--- config.mk ---
export PLATFORM = sky130hd
export DESIGN_NAME = clk_rst_sequencer
export DESIGN_NICKNAME = d
export VERILOG_FILES = /design/src/rtl/clk_rst_pkg.sv /design/src/rtl/clk_en_gen.sv /design/src/rtl/clk_rst_sequencer.sv
export SDC_FILE = /design/constraint.sdc
export NUM_CORES = 1
export LEC_CHECK = 0
export BUFFER_PORTS_ARGS = -buffer_cell sky130_fd_sc_hd__buf_2
export CORE_MARGIN = 5
export CORE_UTILIZATION = 55
export CTS_BUF_LIST = sky130_fd_sc_hd__clkbuf_8
export DETAILED_ROUTE_END_ITERATION = 8
export PLACE_DENSITY_LB_ADDON = 0.08
export SYNTH_ARGS = -nofsm -noshare
export SYNTH_HDL_FRONTEND = slang
export SYNTH_SLANG_ARGS = --single-unit
--- constraint.sdc ---
create_clock -name clk -period 4.2 [get_ports clk]
set_input_delay 0.42 -clock clk [delete_from_list [all_inputs] [get_ports clk]]
set_output_delay 0.42 -clock clk [all_outputs]
set_load 0.005 [all_outputs]
--- src/rtl/clk_rst_pkg.sv ---
// Shared types and default constants for the GEMM subsystem clock-enable / reset sequencer.
package clk_rst_pkg;

   typedef enum logic [1:0] {
      SYNC    = 2'd0,
      HOLD    = 2'd1,
      RELEASE = 2'd2,
      RUN     = 2'd3
   } seq_state_e;

   localparam int DEF_NUM_DOM     = 3;
   localparam int DEF_HOLD_CYCLES = 12;
   localparam int DEF_STAGE_GAP   = 4;
   localparam int DEF_DIV_W       = 4;
   localparam int DEF_DIV         = 4;

   // Width of a counter that must reach n-1; never narrower than one bit.
   function automatic int cnt_w(input int n);
      return (n > 1) ? $clog2(n) : 1;
   endfunction

endpackage

--- src/rtl/clk_en_gen.sv ---
// Programmable-ratio clock-enable strobe with a shadowed divide ratio that only
// takes effect on a period boundary.
module clk_en_gen
   import clk_rst_pkg::*;
#(
   parameter int DIV_W       = DEF_DIV_W,
   parameter int DEFAULT_DIV = DEF_DIV
) (
   input  logic             clk,
   input  logic             rst,
   input  logic             run,
   input  logic             cfg_load,
   input  logic [DIV_W-1:0] cfg_div,
   output logic             clk_en,
   output logic             pending
);

   logic             active_q, active_d;
   logic [DIV_W-1:0] cnt_q, cnt_d;
   logic [DIV_W-1:0] div_reg_q, div_reg_d;
   logic [DIV_W-1:0] shadow_q, shadow_d;
   logic             pending_q, pending_d;
   logic             clk_en_q, clk_en_d;
   logic             wrap;

   // run describes the coming cycle, so every flop here holds that cycle's value.
   always_comb begin
      wrap      = clk_en_q;
      div_reg_d = (wrap && pending_q) ? shadow_q : div_reg_q;
      shadow_d  = cfg_load ? cfg_div : shadow_q;
      pending_d = cfg_load | (pending_q & ~wrap);
      active_d  = run;
      if (!run || !active_q || wrap) begin
         cnt_d = '0;
      end else begin
         cnt_d = cnt_q + DIV_W'(1);
      end
      clk_en_d = run && ((div_reg_d <= DIV_W'(1)) || (cnt_d == div_reg_d - DIV_W'(1)));
   end

   always_ff @(posedge clk or negedge rst) begin
      if (!rst) begin
         active_q  <= 1'b0;
         cnt_q     <= '0;
         div_reg_q <= DIV_W'(DEFAULT_DIV);
         shadow_q  <= '0;
         pending_q <= 1'b0;
         clk_en_q  <= 1'b0;
      end else begin
         active_q  <= active_d;
         cnt_q     <= cnt_d;
         div_reg_q <= div_reg_d;
         shadow_q  <= shadow_d;
         pending_q <= pending_d;
         clk_en_q  <= clk_en_d;
      end
   end

   assign clk_en  = clk_en_q;
   assign pending = pending_q;

endmodule

--- src/rtl/clk_rst_sequencer.sv ---
// Central clock-enable and staged per-domain reset controller; single clock domain,
// with soft-reset re-sequencing and a handshaked divider update.
module clk_rst_sequencer
   import clk_rst_pkg::*;
#(
   parameter int NUM_DOM     = DEF_NUM_DOM,
   parameter int HOLD_CYCLES = DEF_HOLD_CYCLES,
   parameter int STAGE_GAP   = DEF_STAGE_GAP,
   parameter int DIV_W       = DEF_DIV_W,
   parameter int DEFAULT_DIV = DEF_DIV
) (
   input  logic               clk,
   input  logic               rst,
   input  logic               cfg_valid,
   input  logic [DIV_W-1:0]   cfg_div,
   output logic               cfg_ready,
   input  logic               soft_rst_req,
   output logic               clk_en,
   output logic [NUM_DOM-1:0] dom_rst_n,
   output logic               seq_done
);

   localparam int HOLD_W = cnt_w(HOLD_CYCLES);
   localparam int GAP_W  = cnt_w(STAGE_GAP);
   localparam logic [HOLD_W-1:0] HOLD_LAST = HOLD_W'(HOLD_CYCLES - 1);
   localparam logic [GAP_W-1:0]  GAP_LAST  = GAP_W'(STAGE_GAP - 1);

   seq_state_e         state_q, state_d;
   logic               rst_meta_q;
   logic [HOLD_W-1:0]  hold_q, hold_d;
   logic [GAP_W-1:0]   gap_q, gap_d;
   logic [NUM_DOM-1:0] dom_q, dom_d;
   logic               done_q, done_d;
   logic               pending;
   logic               cfg_load;
   logic               div_run;

   always_comb begin
      state_d = state_q;
      hold_d  = hold_q;
      gap_d   = gap_q;
      dom_d   = dom_q;
      done_d  = done_q;
      case (state_q)
         // rst_meta_q is the first synchroniser stage; the state register is the second.
         SYNC: begin
            if (rst_meta_q) begin
               state_d = HOLD;
               hold_d  = '0;
            end
         end
         HOLD: begin
            if (hold_q == HOLD_LAST) begin
               dom_d   = NUM_DOM'(1);
               gap_d   = '0;
               state_d = (&dom_d) ? RUN : RELEASE;
               done_d  = &dom_d;
            end else begin
               hold_d = hold_q + HOLD_W'(1);
            end
         end
         RELEASE: begin
            if (gap_q == GAP_LAST) begin
               dom_d = NUM_DOM'({dom_q, 1'b1});
               gap_d = '0;
               if (&dom_d) begin
                  state_d = RUN;
                  done_d  = 1'b1;
               end
            end else begin
               gap_d = gap_q + GAP_W'(1);
            end
         end
         RUN: begin
            if (soft_rst_req) begin
               state_d = HOLD;
               hold_d  = '0;
               dom_d   = '0;
               done_d  = 1'b0;
            end
         end
         default: begin
            state_d = SYNC;
         end
      endcase
   end

   always_ff @(posedge clk or negedge rst) begin
      if (!rst) begin
         rst_meta_q <= 1'b0;
         state_q    <= SYNC;
         hold_q     <= '0;
         gap_q      <= '0;
         dom_q      <= '0;
         done_q     <= 1'b0;
      end else begin
         rst_meta_q <= 1'b1;
         state_q    <= state_d;
         hold_q     <= hold_d;
         gap_q      <= gap_d;
         dom_q      <= dom_d;
         done_q     <= done_d;
      end
   end

   assign cfg_ready = (state_q == RUN) && !pending;
   assign cfg_load  = cfg_valid && cfg_ready;
   // True whenever the next cycle is outside SYNC; avoids a path from soft_rst_req.
   assign div_run   = (state_q != SYNC) || rst_meta_q;

   clk_en_gen #(
      .DIV_W       (DIV_W),
      .DEFAULT_DIV (DEFAULT_DIV)
   ) u_clk_en_gen (
      .clk      (clk),
      .rst      (rst),
      .run      (div_run),
      .cfg_load (cfg_load),
      .cfg_div  (cfg_div),
      .clk_en   (clk_en),
      .pending  (pending)
   );

   assign dom_rst_n = dom_q;
   assign seq_done  = done_q;

endmodule
==> run metrics, run 1 <==
WL/cell=around 15 um; Worst Hold Class=input port to async pin; CP required=approximately 4300 ps; Die Wd=61.8 um; H-tree Lvls=1; Synth top area share=45.7%; CP endpoint kind=register; Avg Cell Area, Syn=11.4 um^2; Sink Count=28; Iter 0 DRT Violations=30; largest net degree at the start of global routing=29; Adder-Cell Fraction of Synth Area=between 10% and 20%; largest cells by area after synthesis=dfrtp_1, ha_1, mux2_2, o21ai_0, inv_1; Post-CTS Setup Bufs=0; setup tns final=0 ps; DRC=0; CP Launch Type=register; Max Cap Viol=0; Final Hold Fails=0; Final HPWL DP=2.07 mm; Die ar.=roughly 3800 um^2; Area after DPL=roughly 1600 um^2; Largest delay share family, worst path=compound AO/OA/AOI/OAI gates; GP Congestion=0.812; Via density=roughly 5.5; period utilization=between 50% and 60%; met3 GRT Util=roughly 2.5%; Compound-Gate Fraction of Synth Area=between 10 and 15%; CTS Buffer Depth=2; final WL=~2.6 mm; Slowest-stage cell, CP=dfrtp_1; Clk Latency, worst-skew pair=around 260 ps; main combinational cell family by area after synthesis=compound AO/OA/AOI/OAI gates; met2 capacity usage during global routing=between 20% and 30%; Starting Density=just under 60%; post-cts sizing count=0; n_diodes=0; Die Y=between 60 and 70 um; grt ovf=0; CTS tree=yes; Via Count=~970; share of post-route cells with drive strength above 1=a little over a fifth; cts hold-fix bufs=0; Synth Area in XOR/XNOR=4.49%; CP cell instances=nand2_2, mux2i_1, inv_1, ha_1, nor2_1, nor2_2, a2111oi_0, a2111oi_1; Distinct cells, synth=41; peak supply drop=between 400 and 500 uV; CP Data Arrival Time=2290 ps; Synth Flop Type=dfrtp_1; antenna violations before repair=0; synth warn=0; Nets=168; EDFF count, synth=0; post-route ant nets=0; register area share after synthesis=47.5%; Clock Skews=approximately 1.8 ps; gr usage total=approximately 16%; most frequent cell after synthesis=dfrtp_1; total core area=roughly 2500 um^2; max_slew headroom=58.9%; ys async rst share=100%; Crit Path Category=register to register; # setup viols final=0; Rows=18; Synth Register Bits=28; met1 Track Usage GR=20.0%; DR pass1 iterations=4; Reg clk slew, reported paths=approximately 90 ps; Clock Tree Root=clkbuf_8; Leak=0.818 nW; Slew @ Worst Pin=616 ps; top cell type by total area after synthesis=dfrtp_1; PwrDens=742 nW/um^2; mux contribution to synthesized area=~6.5%; first-pass GRT wire length=approximately 4.5 mm; post-layout min period=2150 ps; IO buf count=13; Post-Syn Area=roughly 1500 um^2; io pins=14; most used routing layer=met2; RSZ-0062 raised after global routing=false; Area growth syn-to-layout=10.7%; FMAX=about 0.47 GHz; Synth Instances=between 100 and 150; simple-gate share of the synthesized area=between 10 and 15%; Critical path buffers and inverters=1; CTS Buf Count=3; vias in the first global route=around 1000; Finished Cell Area=about 1600 um^2; CP max stage delay=450 ps; Synth Net Count=150; final max-slew violation count=0; top cells by count, synth=dfrtp_1, ha_1, inv_1; Critical Path Fanout Max=7; outcome=finished clean
==> stage by stage <==
stage                     util (%)  setup slack, ps  instances  total power, mW  hold slack [ps]
final                         64.8             2050        177             1.21              157
after global routing          64.8             1920        177             1.32              194
after global placement        62.6             2200        173             1.03              461
after floorplan                  -             2280        130            0.913              124
after CTS                     64.8             2070        177             1.23              177
after detailed placement      62.6             2080        173             1.06              473
==> area by class of cell <==
cell class / instances / area [um^2]
sequential: 28 / 702
clock buffer: 4 / 55.1
timing repair buffer: 13 / 65.1
multi-input combinational: 89 / 727
inverter: 13 / 48.8
fill: 207 / 887
tap: 30 / 37.5
==> layout by cell type, fill, tap and decap left out, types with 4 or more instances in the layout <==
cell	instances
buf_2	13
inv_1	12
dfrtp_1	27
o21ai_0	9
clkbuf_8	4
nand3_1	7
mux2_2	5
nand2_1	8
mux2i_1	4
nor2_1	5
ha_1	12
==> flip-flops by register name, indices dropped and copies added (netlist names) <==
name / flops
u_clk_en_gen.shadow_q: 4
gap_q: 2
u_clk_en_gen.div_reg_q: 4
dom_rst_n: 3
rst_meta_q: 1
u_clk_en_gen.clk_en: 1
u_clk_en_gen.cnt_q: 4
u_clk_en_gen.pending: 1
hold_q: 4
state_q: 2
seq_done: 1
u_clk_en_gen.active_q: 1
==> path summary, 6_finish.rpt <==
path	slack, ps	endpoint	cells after the start	startpoint
worst max-delay path	2050	u_clk_en_gen.clk_en$_DFF_PN0_	8	u_clk_en_gen.clk_en$_DFF_PN0_
worst min-delay path	160	u_clk_en_gen.cnt_q[0]$_DFF_PN0_	1	rst
worst max register to register	2050	u_clk_en_gen.clk_en$_DFF_PN0_	8	u_clk_en_gen.clk_en$_DFF_PN0_
worst min register to register	520	u_clk_en_gen.shadow_q[3]$_DFFE_PN0P_	1	u_clk_en_gen.shadow_q[3]$_DFFE_PN0P_
max in group asynchronous	3640	dom_rst_n[1]$_DFFE_PN0P_	1	rst
min in group clk	380	u_clk_en_gen.shadow_q[3]$_DFFE_PN0P_	2	cfg_div[3]
==> routing by layer <==
layer / up-vias / part of all wire, %
met5: - / 0
met4: 0 / 0.57
met3: 2 / 2.3
met2: 9 / 53
met1: 471 / 44
li1: 489 / -
==> cells by family after synthesis <==
logic type | count (synthesis)
compound gates | 25
xor+xnor | 6
fa+ha+maj | 12
buf+inv | 13
flops | 28
mux | 9
other cells | 1
simple gates | 36
==> report_power, final <==
part / switching, mW / total (mW) / internal (mW)
clock: 0.0774 / 0.161 / 0.0837
sequential: 0.0930 / 0.471 / 0.378
combinational: 0.300 / 0.582 / 0.282
==> worst register-to-register path, stage by stage, from the launching register on <==
cell	delay, ps
dfrtp_1	450
nand2_2	180
mux2i_1	380
inv_1	110
ha_1	210
nor2_1	120
nor2_2	60
a2111oi_0	420
a2111oi_1	90
Power figures use the tool's default switching activity.
==> inputs of run 2 (changes only) <==
--- a/config.mk
+++ b/config.mk
@@ -5,6 +5,7 @@
 export SDC_FILE = /design/constraint.sdc
 export NUM_CORES = 1
 export LEC_CHECK = 0
+export ABC_AREA = 1
 export BUFFER_PORTS_ARGS = -buffer_cell sky130_fd_sc_hd__buf_2
 export CORE_MARGIN = 5
 export CORE_UTILIZATION = 55
==> constraint.sdc (replaced) <==
create_clock -name clk -period 1.8 [get_ports clk]
set_input_delay 0.18 -clock clk [delete_from_list [all_inputs] [get_ports clk]]
set_output_delay 0.18 -clock clk [all_outputs]
set_load 0.005 [all_outputs]
==> run 2 against run 1 <==
  * Via count increased by 27%
  * Maximum frequency increased by 29%
  * Worst setup slack got worse by 1900 ps
  * Synthesized cell count increased by 45%
  * Final cell count increased by 36%
  * Routed wire length increased by 14%
  * Design area increased by 12%
  * Die area increased by 6.7%
  * Global-route usage decreased by 0.48 points
  * Area after synthesis increased by 8.0%
  * Largest cell class unchanged
  * Sequential power increased by 140%
  * Utilization increased by 1.5 points
==> run metrics, run 2 <==
first-pass GRT wire length=5.23 mm; peak supply drop=approximately 1200 uV; period utilization=a little over 90%; Worst Hold Class=input port to register; largest net degree at the start of global routing=29; antenna violations before repair=0; Synth Register Bits=28; Critical Path Fanout Max=8; Post-Syn Area=roughly 1600 um^2; n_diodes=0; DRC=0; gr usage total=between 10% and 20%; Clock Skews=~3.5 ps; Crit Path Category=register to register; register area share after synthesis=about 44%; Slowest-stage cell, CP=dfrtp_2; Slew @ Worst Pin=~630 ps; Iter 0 DRT Violations=between 60 and 70; vias in the first global route=about 1200; Final Hold Fails=0; io pins=14; Via density=about 5.1; Nets=between 200 and 250; Critical path buffers and inverters=0; placed cell count=233; Die Wd=~64 um; largest cells by area after synthesis=dfrtp_1, ha_1, nand2_1, inv_1, nand3_1; sw power=around 1.4 mW; most common cell after layout, fill and taps aside=nand2_1; Sink Count=28; outcome=finished clean; CTS tree=yes; CP max stage delay=about 480 ps; Pint=~1.9 mW; CP most frequent cell=nand2_1; Clk Latency, worst-skew pair=270 ps; Comb pwr share=between 50% and 60%; Largest delay share family, worst path=simple AND/OR/NAND/NOR gates; Reg clk slew, reported paths=approximately 90 ps; CP endpoint kind=register; share of post-route cells with drive strength above 1=about a quarter; CP required=about 2000 ps; final max-slew violation count=0; top cells by count, synth=nand2_1, inv_1, dfrtp_1; post-layout min period=approximately 1700 ps; sw frac=43.0%; commonest non-fill, non-tap cells in the layout=nand2_1, inv_1, dfrtp_1; part of the power in registers=between 30% and 40%; Synth top area share=between 40 and 50%; # setup viols final=0; Max Cap Viol=0; Avg Cell Area, Syn=8.49 um^2; IO buf count=13; Rows=19; Via Count=1231; CTS Buffer Depth=2; final setup margin=about 140 ps; total core area=roughly 2800 um^2; Leak=between 0.9 and 1 nW; final std cells w/o fill=around 240; Area growth syn-to-layout=14.7%; H-tree Lvls=1; Die Y=approximately 64 um; Clock Tree Root=clkbuf_8; WL/cell=12.3 um; ys async rst share=between 90% and 100%; fill count=230; PwrDens=~1800 nW/um^2; most frequent cell after synthesis=nand2_1; grt ovf=0; Distinct cells, synth=28; CP cell instances=nand2_4, nand2_1, nand2_1, ha_2, nand3b_1, nand2_1, nand2_1, nor2_1, nand3_1, a21oi_1; CTS Buf Count=3; Synth Instances=between 150 and 200; Synth Net Count=~210; post-route ant nets=0; GP Congestion=around 0.92; setup tns final=0 ps; CP Launch Type=register; Die ar.=a little over 4000 um^2; CP Data Arrival Time=~1900 ps; Synth Flop Type=dfrtp_1; synth warn=0; EDFF count, synth=0; FMAX=about 0.60 GHz; top cell type by total area after synthesis=dfrtp_1; Final HPWL DP=around 2.3 mm; DR pass1 iterations=4; max_slew headroom=about three fifths; final WL=2.97 mm; RSZ-0062 raised after global routing=false; Setup WS pre-CTS=64.8 ps; clock power share=14.4%; Starting Density=a little under 60%
==> run 2: cell types whose count changed after synthesis, moves of 4 or more <==
cell     delta
a21oi_1     +9
nand2_1    +27
nand3_1    +11
mux2i_1     -4
nand2_4     +5
mux2_2      -4
nor2_1      +8
inv_1      +16
==> run 2: worst paths after layout <==
check / endpoint / slack [ps] / from / depth (start not counted)
hold / removal: u_clk_en_gen.shadow_q[3]$_DFFE_PN0P_ / 150 / cfg_div[3] / 2
max in group asynchronous: state_q[0]$_DFFE_PN0P_ / 900 / rst / 2
hold reg to reg: dom_rst_n[2]$_DFFE_PN0P_ / 490 / dom_rst_n[2]$_DFFE_PN0P_ / 2
setup / recovery: u_clk_en_gen.clk_en$_DFF_PN0_ / 140 / u_clk_en_gen.pending$_DFF_PN0_ / 10
setup reg to reg: u_clk_en_gen.clk_en$_DFF_PN0_ / 140 / u_clk_en_gen.pending$_DFF_PN0_ / 10
min in group asynchronous: u_clk_en_gen.shadow_q[1]$_DFFE_PN0P_ / 450 / rst / 2
==> run 2: area by class of cell <==
| cell class | count | area, um^2 | area share (%) |
|---|---|---|---|
| inverters | 32 | 121 | 6.63 |
| flip-flops and latches | 28 | 706 | 38.6 |
| repair buffers | 20 | 120 | 6.56 |
| well taps | 31 | 38.8 | 2.12 |
| multi-input cells | 126 | 773 | 42.2 |
| clock buffers | 3 | 41.3 | 2.26 |
| clock inverters | 1 | 30.0 | 1.64 |
==> run 2: logic make-up after synthesis <==
logic type,count (synthesis),share of synthesized area (%)
AND/OR/NAND/NOR,87,28.1
buffers and inverters,34,8.78
flip-flops,28,44.0
AO/OA/AOI/OAI,25,8.86
adder cells (fa/ha/maj),12,9.40
multiplexers,1,0.705
other,1,0.235
==> run 2: power groups by stage <==
stage	logic (mW)	registers (mW)	clock network (mW)
finish	1.76	1.12	0.486
global route	2.02	1.16	0.544
CTS	1.65	1.12	0.510
detailed placement	1.64	1.13	0
global placement	1.59	1.12	0
floorplan	1.34	1.06	0
==> run 2: per-stage QoR <==
stage / hold slack [ps] / power [mW] / area, um^2 / util, %
after CTS: 136 / 3.28 / 1790 / 64.7
after global placement: 233 / 2.72 / 1700 / 61.8
after global routing: 145 / 3.72 / 1830 / 66.4
final: 147 / 3.37 / 1830 / 66.4
after floorplan: -116 / 2.40 / 1600 / -
after detailed placement: 238 / 2.78 / 1700 / 61.8
==> run 2: per-layer routing <==
layer | wire length (um) | vias up | track usage, % | share of wire (%)
met5 | 0 | - | 0 | 0
met4 | 30 | 0 | 4.42 | 1.0
met3 | 56 | 4 | 2.45 | 1.9
met2 | 1600 | 8 | 27.9 | 54
met1 | 1280 | 579 | 19.0 | 43
li1 | - | 640 | - | -
==> run 2: timing repair <==
| item | 4_1_cts | 5_1_grt |
|---|---|---|
| resized for setup | 0 | 9 |
| hold buffers | 1 | 0 |
| setup endpoints to repair | 0 | 9 |
| hold endpoints to repair | 27 | 0 |
| buffers inserted | 0 | 3 |
==> inputs of run 3 (changes only) <==
--- a/config.mk
+++ b/config.mk
@@ -12,6 +12,7 @@
 export CTS_BUF_LIST = sky130_fd_sc_hd__clkbuf_8
 export DETAILED_ROUTE_END_ITERATION = 8
 export PLACE_DENSITY_LB_ADDON = 0.08
+export RECOVER_POWER = 25
 export SYNTH_ARGS = -nofsm -noshare
 export SYNTH_HDL_FRONTEND = slang
 export SYNTH_SLANG_ARGS = --single-unit
==> run 3 against run 2 <==
  * Clock power about the same
  * Utilization fell by 0.23 points
  * Routed wire length down 0.20%
  * Via count is the same
  * Global-route usage did not move
  * Maximum frequency is essentially flat
  * Flip-flop and latch count unchanged
  * Sequential share of layout area grew 0.13 points
  * Worst setup slack about the same
  * Clock skew about the same
  * Die area unchanged
  * Largest power group unchanged
==> run metrics, run 3 (same netlist as run 2, synthesis figures left out) <==
outcome=finished clean; Crit Path Category=register to register; Slowest-stage cell, CP=dfrtp_2; Max Cap Viol=0; Clock Tree Root=clkbuf_8; WL/cell=between 10 and 15 um; antenna violations before repair=0; total core area=2760 um^2; Reg clk slew, reported paths=roughly 90 ps; PwrDens=around 1800 nW/um^2; IO buf count=13; share of post-route cells with drive strength above 1=24.8%; CP cell instances=nand2_4, nand2_1, nand2_1, ha_2, nand3b_1, nand2_1, nand2_1, nor2_1, nand3_1, a21oi_1; Via density=just over 5; CTS Buf Count=3; peak supply drop=between 1000 and 1500 uV; io pins=14; H-tree Lvls=1; grt ovf=0; Nets=~230; commonest non-fill, non-tap cells in the layout=nand2_1, inv_1, dfrtp_1; Final Hold Fails=0; CP Data Arrival Time=between 1500 and 2000 ps; vias in the first global route=around 1200; hold path depth=2; # setup viols final=0; n_diodes=0; Die Wd=~64 um; setup tns final=0 ps; fin util=about two thirds; Leak=between 0.9 and 1 nW; Rows=19; final WL=2.96 mm; Starting Density=between 50% and 60%; first-pass GRT wire length=~5.2 mm; DR pass1 iterations=4; CP Launch Type=register; Final HPWL DP=about 2.3 mm; largest net degree at the start of global routing=29; Finished Cell Area=between 1500 and 2000 um^2; Area after DPL=about 1700 um^2; area of the multi-input gates=roughly 770 um^2; CTS Buffer Depth=2; RSZ-0062 raised after global routing=false; Worst Hold Class=input port to register; Critical Path Fanout Max=8; final max-slew violation count=0; post-layout min period=1660 ps; Reg area=between 700 and 800 um^2; Die Y=roughly 64 um; fill count=around 230; total power=approximately 3.4 mW; CTS tree=yes; Via Count=1231; Sink Count=28; CP required=~2000 ps; Iter 0 DRT Violations=63; CP most frequent cell=nand2_1; Clk Latency, worst-skew pair=between 200 and 300 ps; CP max stage delay=about 480 ps; most common cell after layout, fill and taps aside=nand2_1; Die ar.=~4000 um^2; period utilization=92.3%; post-route ant nets=0; Worst Reg-to-Reg Cells=10; Clock Skews=between 3 and 4 ps; Slew @ Worst Pin=around 700 ps; Area growth syn-to-layout=14.3%; gr usage total=about 16%; max_slew headroom=53.2%; FMAX=approximately 0.6 GHz; GP Congestion=between 0.9 and 1; DRC=0; CP endpoint kind=register
## run 3: area by class of cell
class                      count  share of cell area, %
multi-input combinational    126                   42.2
sequential                    28                   38.7
inverter                      32                   6.65
timing repair buffer          20                   6.38
clock buffer                   3                   2.26
tap                           31                   2.13
clock inverter                 1                   1.65
## run 3: per-stage QoR
step,hold WS (ps),instances,worst slack (ps)
2_1_floorplan,-116,188,224
3_3_place_gp,233,233,124
3_5_place_dp,238,233,64.8
4_1_cts,136,238,47.7
5_1_grt,145,241,1.04
6_report,147,241,138
## run 3: critical path, delay by kind of cell (launching register included)
| family | cells | cell delay (ps) |
|---|---|---|
| compound gates | 1 | 120 |
| flops | 1 | 480 |
| fa+ha+maj | 1 | 290 |
| simple gates | 8 | 730 |
## run 3: layer usage
metal,routed length [um],vias to the layer above,GRT usage (%)
li1,-,640,-
met1,1270,577,19.0
met2,1600,10,27.9
met3,63,4,2.45
met4,30,0,4.42
met5,0,-,0
## run 3: worst paths after layout
path	startpoint	to	slack (ps)
setup / recovery	u_clk_en_gen.pending$_DFF_PN0_	u_clk_en_gen.clk_en$_DFF_PN0_	140
min in group asynchronous	rst	u_clk_en_gen.shadow_q[1]$_DFFE_PN0P_	480
hold / removal	cfg_div[3]	u_clk_en_gen.shadow_q[3]$_DFFE_PN0P_	150
setup reg to reg	u_clk_en_gen.pending$_DFF_PN0_	u_clk_en_gen.clk_en$_DFF_PN0_	140
hold reg to reg	dom_rst_n[2]$_DFFE_PN0P_	dom_rst_n[2]$_DFFE_PN0P_	490
max in group asynchronous	rst	state_q[0]$_DFFE_PN0P_	830
## run 3: repair_timing
action,in CTS,in global routing
hold endpoints to repair,27,0
setup buffers,0,3
endpoints found under the setup margin,0,9
hold buffers,1,0
resized for setup,0,9
## run 3: where the power goes
part / switching (mW) / leakage (nW) / total (mW) / internal [mW]
sequential: 0.214 / 0.337 / 1.12 / 0.905
clock: 0.189 / 0.0357 / 0.486 / 0.297
combinational: 1.04 / 0.600 / 1.75 / 0.706
